--- src/rtl/spi_rx_pkg.sv ---
// Shared definitions for the SPI word receiver and the matching 11-bit voltage-link transmitter.
package spi_rx_pkg;

    localparam int unsigned VOLTAGE_W = 11;

    typedef enum logic [1:0] {
        WAIT_HIGH,
        IDLE,
        SHIFT
    } rx_state_t;

endpackage

--- src/rtl/sync_edge.sv ---
// Multi-flop synchroniser with registered edge flags; sync is delayed one extra
// flop so that it lines up with rise/fall for every instance.
module sync_edge #(
    parameter int unsigned STAGES = 2
) (
    input  logic clk,
    input  logic reset,
    input  logic async_in,
    input  logic rst_val,
    output logic sync,
    output logic rise,
    output logic fall
);

    logic [STAGES-1:0] chain_q;
    logic              sync_q;
    logic              rise_q;
    logic              fall_q;

    always_ff @(posedge clk or posedge reset) begin
        if (reset) begin
            chain_q <= {STAGES{rst_val}};
            sync_q  <= rst_val;
            rise_q  <= 1'b0;
            fall_q  <= 1'b0;
        end else begin
            chain_q <= {chain_q[STAGES-2:0], async_in};
            sync_q  <= chain_q[STAGES-1];
            rise_q  <= chain_q[STAGES-1] & ~sync_q;
            fall_q  <= ~chain_q[STAGES-1] & sync_q;
        end
    end

    assign sync = sync_q;
    assign rise = rise_q;
    assign fall = fall_q;

endmodule

--- src/rtl/spi_rx_word.sv ---
// Oversampled mode-0 SPI slave receiver: deserialises MSB-first words and hands
// them out through a one-entry valid/ready register with frame-error and overrun pulses.
module spi_rx_word
    import spi_rx_pkg::*;
#(
    parameter int unsigned WIDTH       = VOLTAGE_W,
    parameter int unsigned SYNC_STAGES = 2
) (
    input  logic             clk,
    input  logic             reset,
    input  logic             sclk,
    input  logic             mosi,
    input  logic             ncs,
    input  logic             ready,
    output logic [WIDTH-1:0] data_out,
    output logic             valid,
    output logic             frame_err,
    output logic             overrun
);

    localparam int unsigned CNT_W  = $clog2(WIDTH + 1);
    localparam int unsigned SH_W   = WIDTH - 1;
    localparam int unsigned SETTLE = SYNC_STAGES + 1;

    logic sclk_rise;
    logic ncs_s;
    logic ncs_rise;
    logic ncs_fall;
    logic mosi_s;
    logic unused_sclk_s;
    logic unused_sclk_fall;
    logic unused_mosi_rise;
    logic unused_mosi_fall;

    sync_edge #(.STAGES(SYNC_STAGES)) u_sync_sclk (
        .clk      (clk),
        .reset    (reset),
        .async_in (sclk),
        .rst_val  (1'b0),
        .sync     (unused_sclk_s),
        .rise     (sclk_rise),
        .fall     (unused_sclk_fall)
    );

    sync_edge #(.STAGES(SYNC_STAGES)) u_sync_ncs (
        .clk      (clk),
        .reset    (reset),
        .async_in (ncs),
        .rst_val  (1'b1),
        .sync     (ncs_s),
        .rise     (ncs_rise),
        .fall     (ncs_fall)
    );

    sync_edge #(.STAGES(SYNC_STAGES)) u_sync_mosi (
        .clk      (clk),
        .reset    (reset),
        .async_in (mosi),
        .rst_val  (1'b0),
        .sync     (mosi_s),
        .rise     (unused_mosi_rise),
        .fall     (unused_mosi_fall)
    );

    rx_state_t        state_q, state_d;
    logic [CNT_W-1:0] cnt_q, cnt_d;
    logic [SH_W-1:0]  shift_q, shift_d;
    logic [WIDTH-1:0] data_q, data_d;
    logic             valid_q, valid_d;
    logic             ferr_q, ferr_d;
    logic             ovr_q, ovr_d;
    logic             commit_c;
    logic [WIDTH-1:0] word_c;

    // State and datapath registers
    always_ff @(posedge clk or posedge reset) begin
        if (reset) begin
            state_q <= WAIT_HIGH;
            cnt_q   <= '0;
            shift_q <= '0;
            data_q  <= '0;
            valid_q <= 1'b0;
            ferr_q  <= 1'b0;
            ovr_q   <= 1'b0;
        end else begin
            state_q <= state_d;
            cnt_q   <= cnt_d;
            shift_q <= shift_d;
            data_q  <= data_d;
            valid_q <= valid_d;
            ferr_q  <= ferr_d;
            ovr_q   <= ovr_d;
        end
    end

    // Next-state, shift/commit and handshake logic
    always_comb begin
        state_d  = state_q;
        cnt_d    = cnt_q;
        shift_d  = shift_q;
        data_d   = data_q;
        valid_d  = valid_q;
        ferr_d   = 1'b0;
        ovr_d    = 1'b0;
        commit_c = 1'b0;
        word_c   = {shift_q, mosi_s};

        case (state_q)
            // The counter doubles as a settle timer so a low ncs still inside the
            // synchroniser after reset is not mistaken for a fresh frame start.
            WAIT_HIGH: begin
                if (ncs_s) begin
                    if (cnt_q >= CNT_W'(SETTLE)) begin
                        state_d = IDLE;
                    end else begin
                        cnt_d = cnt_q + CNT_W'(1);
                    end
                end else begin
                    cnt_d = '0;
                end
            end
            IDLE: begin
                if (ncs_fall) begin
                    cnt_d   = '0;
                    shift_d = '0;
                    state_d = SHIFT;
                end
            end
            SHIFT: begin
                if (sclk_rise) begin
                    shift_d = {shift_q[SH_W-2:0], mosi_s};
                    cnt_d   = cnt_q + CNT_W'(1);
                end
                if (sclk_rise && (cnt_q == CNT_W'(WIDTH - 1))) begin
                    commit_c = 1'b1;
                    state_d  = WAIT_HIGH;
                end else if (ncs_rise) begin
                    ferr_d  = 1'b1;
                    cnt_d   = '0;
                    shift_d = '0;
                    state_d = IDLE;
                end
            end
            default: begin
                state_d = WAIT_HIGH;
            end
        endcase

        if (valid_q && ready) begin
            valid_d = 1'b0;
        end
        if (commit_c) begin
            if (!valid_q || ready) begin
                data_d  = word_c;
                valid_d = 1'b1;
            end else begin
                ovr_d = 1'b1;
            end
        end
    end

    assign data_out  = data_q;
    assign valid     = valid_q;
    assign frame_err = ferr_q;
    assign overrun   = ovr_q;

endmodule

--- config.mk ---
export PLATFORM = sky130hd
export DESIGN_NAME = spi_rx_word
export DESIGN_NICKNAME = d
export VERILOG_FILES = /design/src/rtl/spi_rx_pkg.sv /design/src/rtl/sync_edge.sv /design/src/rtl/spi_rx_word.sv
export SDC_FILE = /design/constraint.sdc
export NUM_CORES = 1
export LEC_CHECK = 0
export CAP_MARGIN = 20
export CORE_UTILIZATION = 35
export CTS_BUF_LIST = sky130_fd_sc_hd__clkbuf_8 sky130_fd_sc_hd__clkbuf_16
export CTS_CLUSTER_SIZE = 16
export DETAILED_ROUTE_END_ITERATION = 10
export GPL_TIMING_DRIVEN = 0
export PLACE_DENSITY_LB_ADDON = 0.3
export RECOVER_POWER = 50
export SYNTH_ARGS = -nofsm -noshare
export SYNTH_HDL_FRONTEND = slang
export SYNTH_SLANG_ARGS = --single-unit
--- constraint.sdc ---
create_clock -name clk -period 5.87 [get_ports clk]
set_clock_uncertainty 0.05 [all_clocks]
set_input_delay 0.587 -clock clk [delete_from_list [all_inputs] [get_ports clk]]
set_output_delay 0.587 -clock clk [all_outputs]
set_load 0.02 [all_outputs]
==> reports/results.ini <==
[detailed_routing]
drtPass1Iterations=4
drcViolationCount=0
wl_mm=2.74
ant_nets=0
drt_iter0_drc=32
routedWlPerCell_um=12.0
num_vias=1089
via_per_inst=4.76

[cts]
cts_tree=done
cts_hold_buf=0
cts_made_buffers=5
clkSinkCount=42
cts_root_buf=clkbuf_8
clk_pin_slew_ns=0.08
cts_resized=0
cts_setup_buffers=0
h-tree-depth=2
insertion_delay_ns=0.29
clockBufferDepth=2

[timing]
rsz0062_at_grt=false
final.setup.tns_ns=0
fin_ws_ns=3.71
worst_slew_pin_slew_ns=1.52
maxSlewHeadroom_pct=-1.21
hold_viol=0
slew_viol_final=43
setup-violations-final=0
fin_crit_ns=2.16
fmax_mhz=464
fin_crit_sh_pct=36.7

[power_and_ir_drop]
ir_worst_vdd_mv=0.182
p_leak_nw=1.04
power_uw=706
p_per_area_nw_per_um2=334

[critical_path]
rr_endpoint=shift_q[2]
cpMaxStageDelayCell=dfrtp_1
r2r_cells=8
slowest_delay_ns=0.45
reg2reg_from=state_q[0]
start_kind=flop
critPathRequiredTime_ns=5.97
worst_path_most_repeated_cell=nor2_1
critPathArrivalTime_ns=2.26
critPathMaxFanout=10
end_kind=flop
path_cells=inv_1, ha_1, clkbuf_1, nor2_1, or3b_2, buf_4, mux2i_1, nor2_1
r2r_setup_slack_ns=3.71
path_class=reg2reg

[hold_path]
hold_class=reg2reg
hold_end=u_sync_mosi.chain_q[1]
worstHoldPathCells=0
min_from=u_sync_mosi.chain_q[0]

[floorplan]
io_pins=20
die_w_um=72.6
rows=25
initial_core_util_pct=36.7
die_area_um2=5270
core_area_um2=4750
die_y_um=72.6

[job]
drv_cap=1

[finish]
drive_gt1_share_pct=17.9
num-fill-cells=473
post-route-util_pct=44.4
n_antenna_cell=0
finalNetCount=175
syn2layout_area_growth_pct=21.1
layout_commonest_cell=dfrtp_1
most-common-layout-cells=dfrtp_1, clkdlybuf4s50_1, nor2_1, mux2_2, mux2i_1

[synth]
synth_top_area_share_pct=56.0
netlist_area_um2=1740
yosysUniqueCellTypes=30
avgSynthCellArea_um2=12.9
ys_seq_elements=42
syn_nets=149
synthTopCellsByArea=dfrtp_1, mux2_2, mux2i_1, ha_1, dfstp_2
yosys_warnings=0
yosysTopAreaCell=dfrtp_1
synthCells=135
yosysSeqAreaShare_pct=60.5

[placement]
place_ws_ns=3.79
io_buffers=19
dp_hpwl_mm=1.95
routabilityCongestion=0.799

[global_route]
grt_first_pass_wirelength_mm=4.70
grt_max_degree=43
grt.total_usage_pct=12.0
antenna_found_initial=0
grt_pass1_vias=1039
grt-ovfl-total=0

[outcome]
status=finished, violations left
violations=capacitance limit, slew limit

==> synthesized netlist by cell type <==
| cell type | count |
|---|---|
| dfstp_2 | 3 |
| nor3_1 | 2 |
| o21ai_1 | 3 |
| a211oi_2 | 1 |
| nand3_1 | 2 |
| mux2i_1 | 11 |
| nand4b_1 | 1 |
| a21oi_1 | 3 |
| o22a_2 | 1 |
| nor2b_1 | 6 |
| or3_1 | 1 |
| and3_1 | 1 |
| o22a_1 | 1 |
| nand2b_1 | 1 |
| inv_1 | 4 |
| buf_2 | 2 |
| or3b_2 | 1 |
| nand2_1 | 6 |
| a211oi_1 | 1 |
| mux2_2 | 13 |
| nor4_1 | 1 |
| ha_1 | 8 |
| nor2_1 | 14 |
| and4b_2 | 1 |
| dfrtp_1 | 39 |
| o31ai_1 | 2 |
| o311a_1 | 1 |
| buf_4 | 1 |
| clkbuf_2 | 1 |
| o21ai_0 | 3 |
==> cell families (layout without fill, tap and decap cells) <==
kind of cell / after synthesis / in the layout / share of synthesized area, %
muxes: 24 / 24 / 14.7
and+or+nand+nor: 37 / 37 / 10.7
DFF: 42 / 42 / 60.5
AOI/OAI and AO/OA: 16 / 16 / 6.24
adders and majority gates: 8 / 8 / 5.74
buffers and inverters: 8 / 35 / 2.15
==> power breakdown <==
group          internal, mW  switching [mW]  total (mW)
sequential            0.313          0.0240       0.337
combinational        0.0750           0.103       0.178
clock                0.0945          0.0970       0.191
==> state kept, by name, summed over array words and instances, names as in the netlist <==
| register | count |
|---|---|
| valid | 1 |
| u_sync_mosi.sync | 1 |
| u_sync_ncs.chain_q | 2 |
| cnt_q | 4 |
| overrun | 1 |
| u_sync_ncs.rise | 1 |
| u_sync_ncs.sync | 1 |
| u_sync_mosi.chain_q | 2 |
| u_sync_ncs.fall | 1 |
| shift_q | 10 |
| u_sync_sclk.rise | 1 |
| u_sync_sclk.sync | 1 |
| state_q | 2 |
| data_out | 11 |
| u_sync_sclk.chain_q | 2 |
| frame_err | 1 |
==> worst max-delay path by stage <==
stage / from / endpoint / slack (ns) / cells after the start
after floorplan: state_q[0] / shift_q[0] / 4.03 / 8
after global placement: reset / overrun / 3.49 / 2
after detailed placement: ready / data_out[5] / 3.79 / 5
after CTS: state_q[0] / shift_q[9] / 3.84 / 8
after global routing: reset / cnt_q[2] / 3.37 / 2
final: state_q[0] / shift_q[2] / 3.71 / 8
==> metal layers <==
layer  global-route usage (%)  vias up  wire [um]
met5                        0        -          0
met4                     5.23        0         41
met3                     4.70        6        130
met2                     18.8       21       1320
met1                     14.7      545       1250
li1                         -      517          -
==> area by class of cell <==
cell class / count / area [um^2] / share of cell area (%)
Multi-Input combinational cell: 85 / 652 / 30.9
Tap cell: 67 / 83.8 / 3.97
Timing Repair Buffer: 19 / 190 / 9.00
Sequential cell: 42 / 1050 / 49.9
Clock inverter: 2 / 12.5 / 0.592
Inverter: 4 / 15.0 / 0.711
Buffer: 4 / 21.3 / 1.01
Clock buffer: 6 / 82.6 / 3.91
==> metrics by stage <==
stage,instances,area (um^2),hold WS [ns]
after floorplan,135,1740,0.281
after global placement,221,2020,0.285
after detailed placement,221,2020,0.286
after CTS,229,2110,0.308
after global routing,229,2110,0.309
final,229,2110,0.305
==> worst max-delay path, delay by kind of cell, from the launching register on <==
| family | cells | cell delay, ns |
|---|---|---|
| AND/OR/NAND/NOR | 3 | 0.63 |
| buffers and inverters | 3 | 0.59 |
| flip-flops | 1 | 0.45 |
| multiplexers | 1 | 0.16 |
| adder cells (fa/ha/maj) | 1 | 0.14 |
No activity file was read; power rests on OpenSTA's default activity.
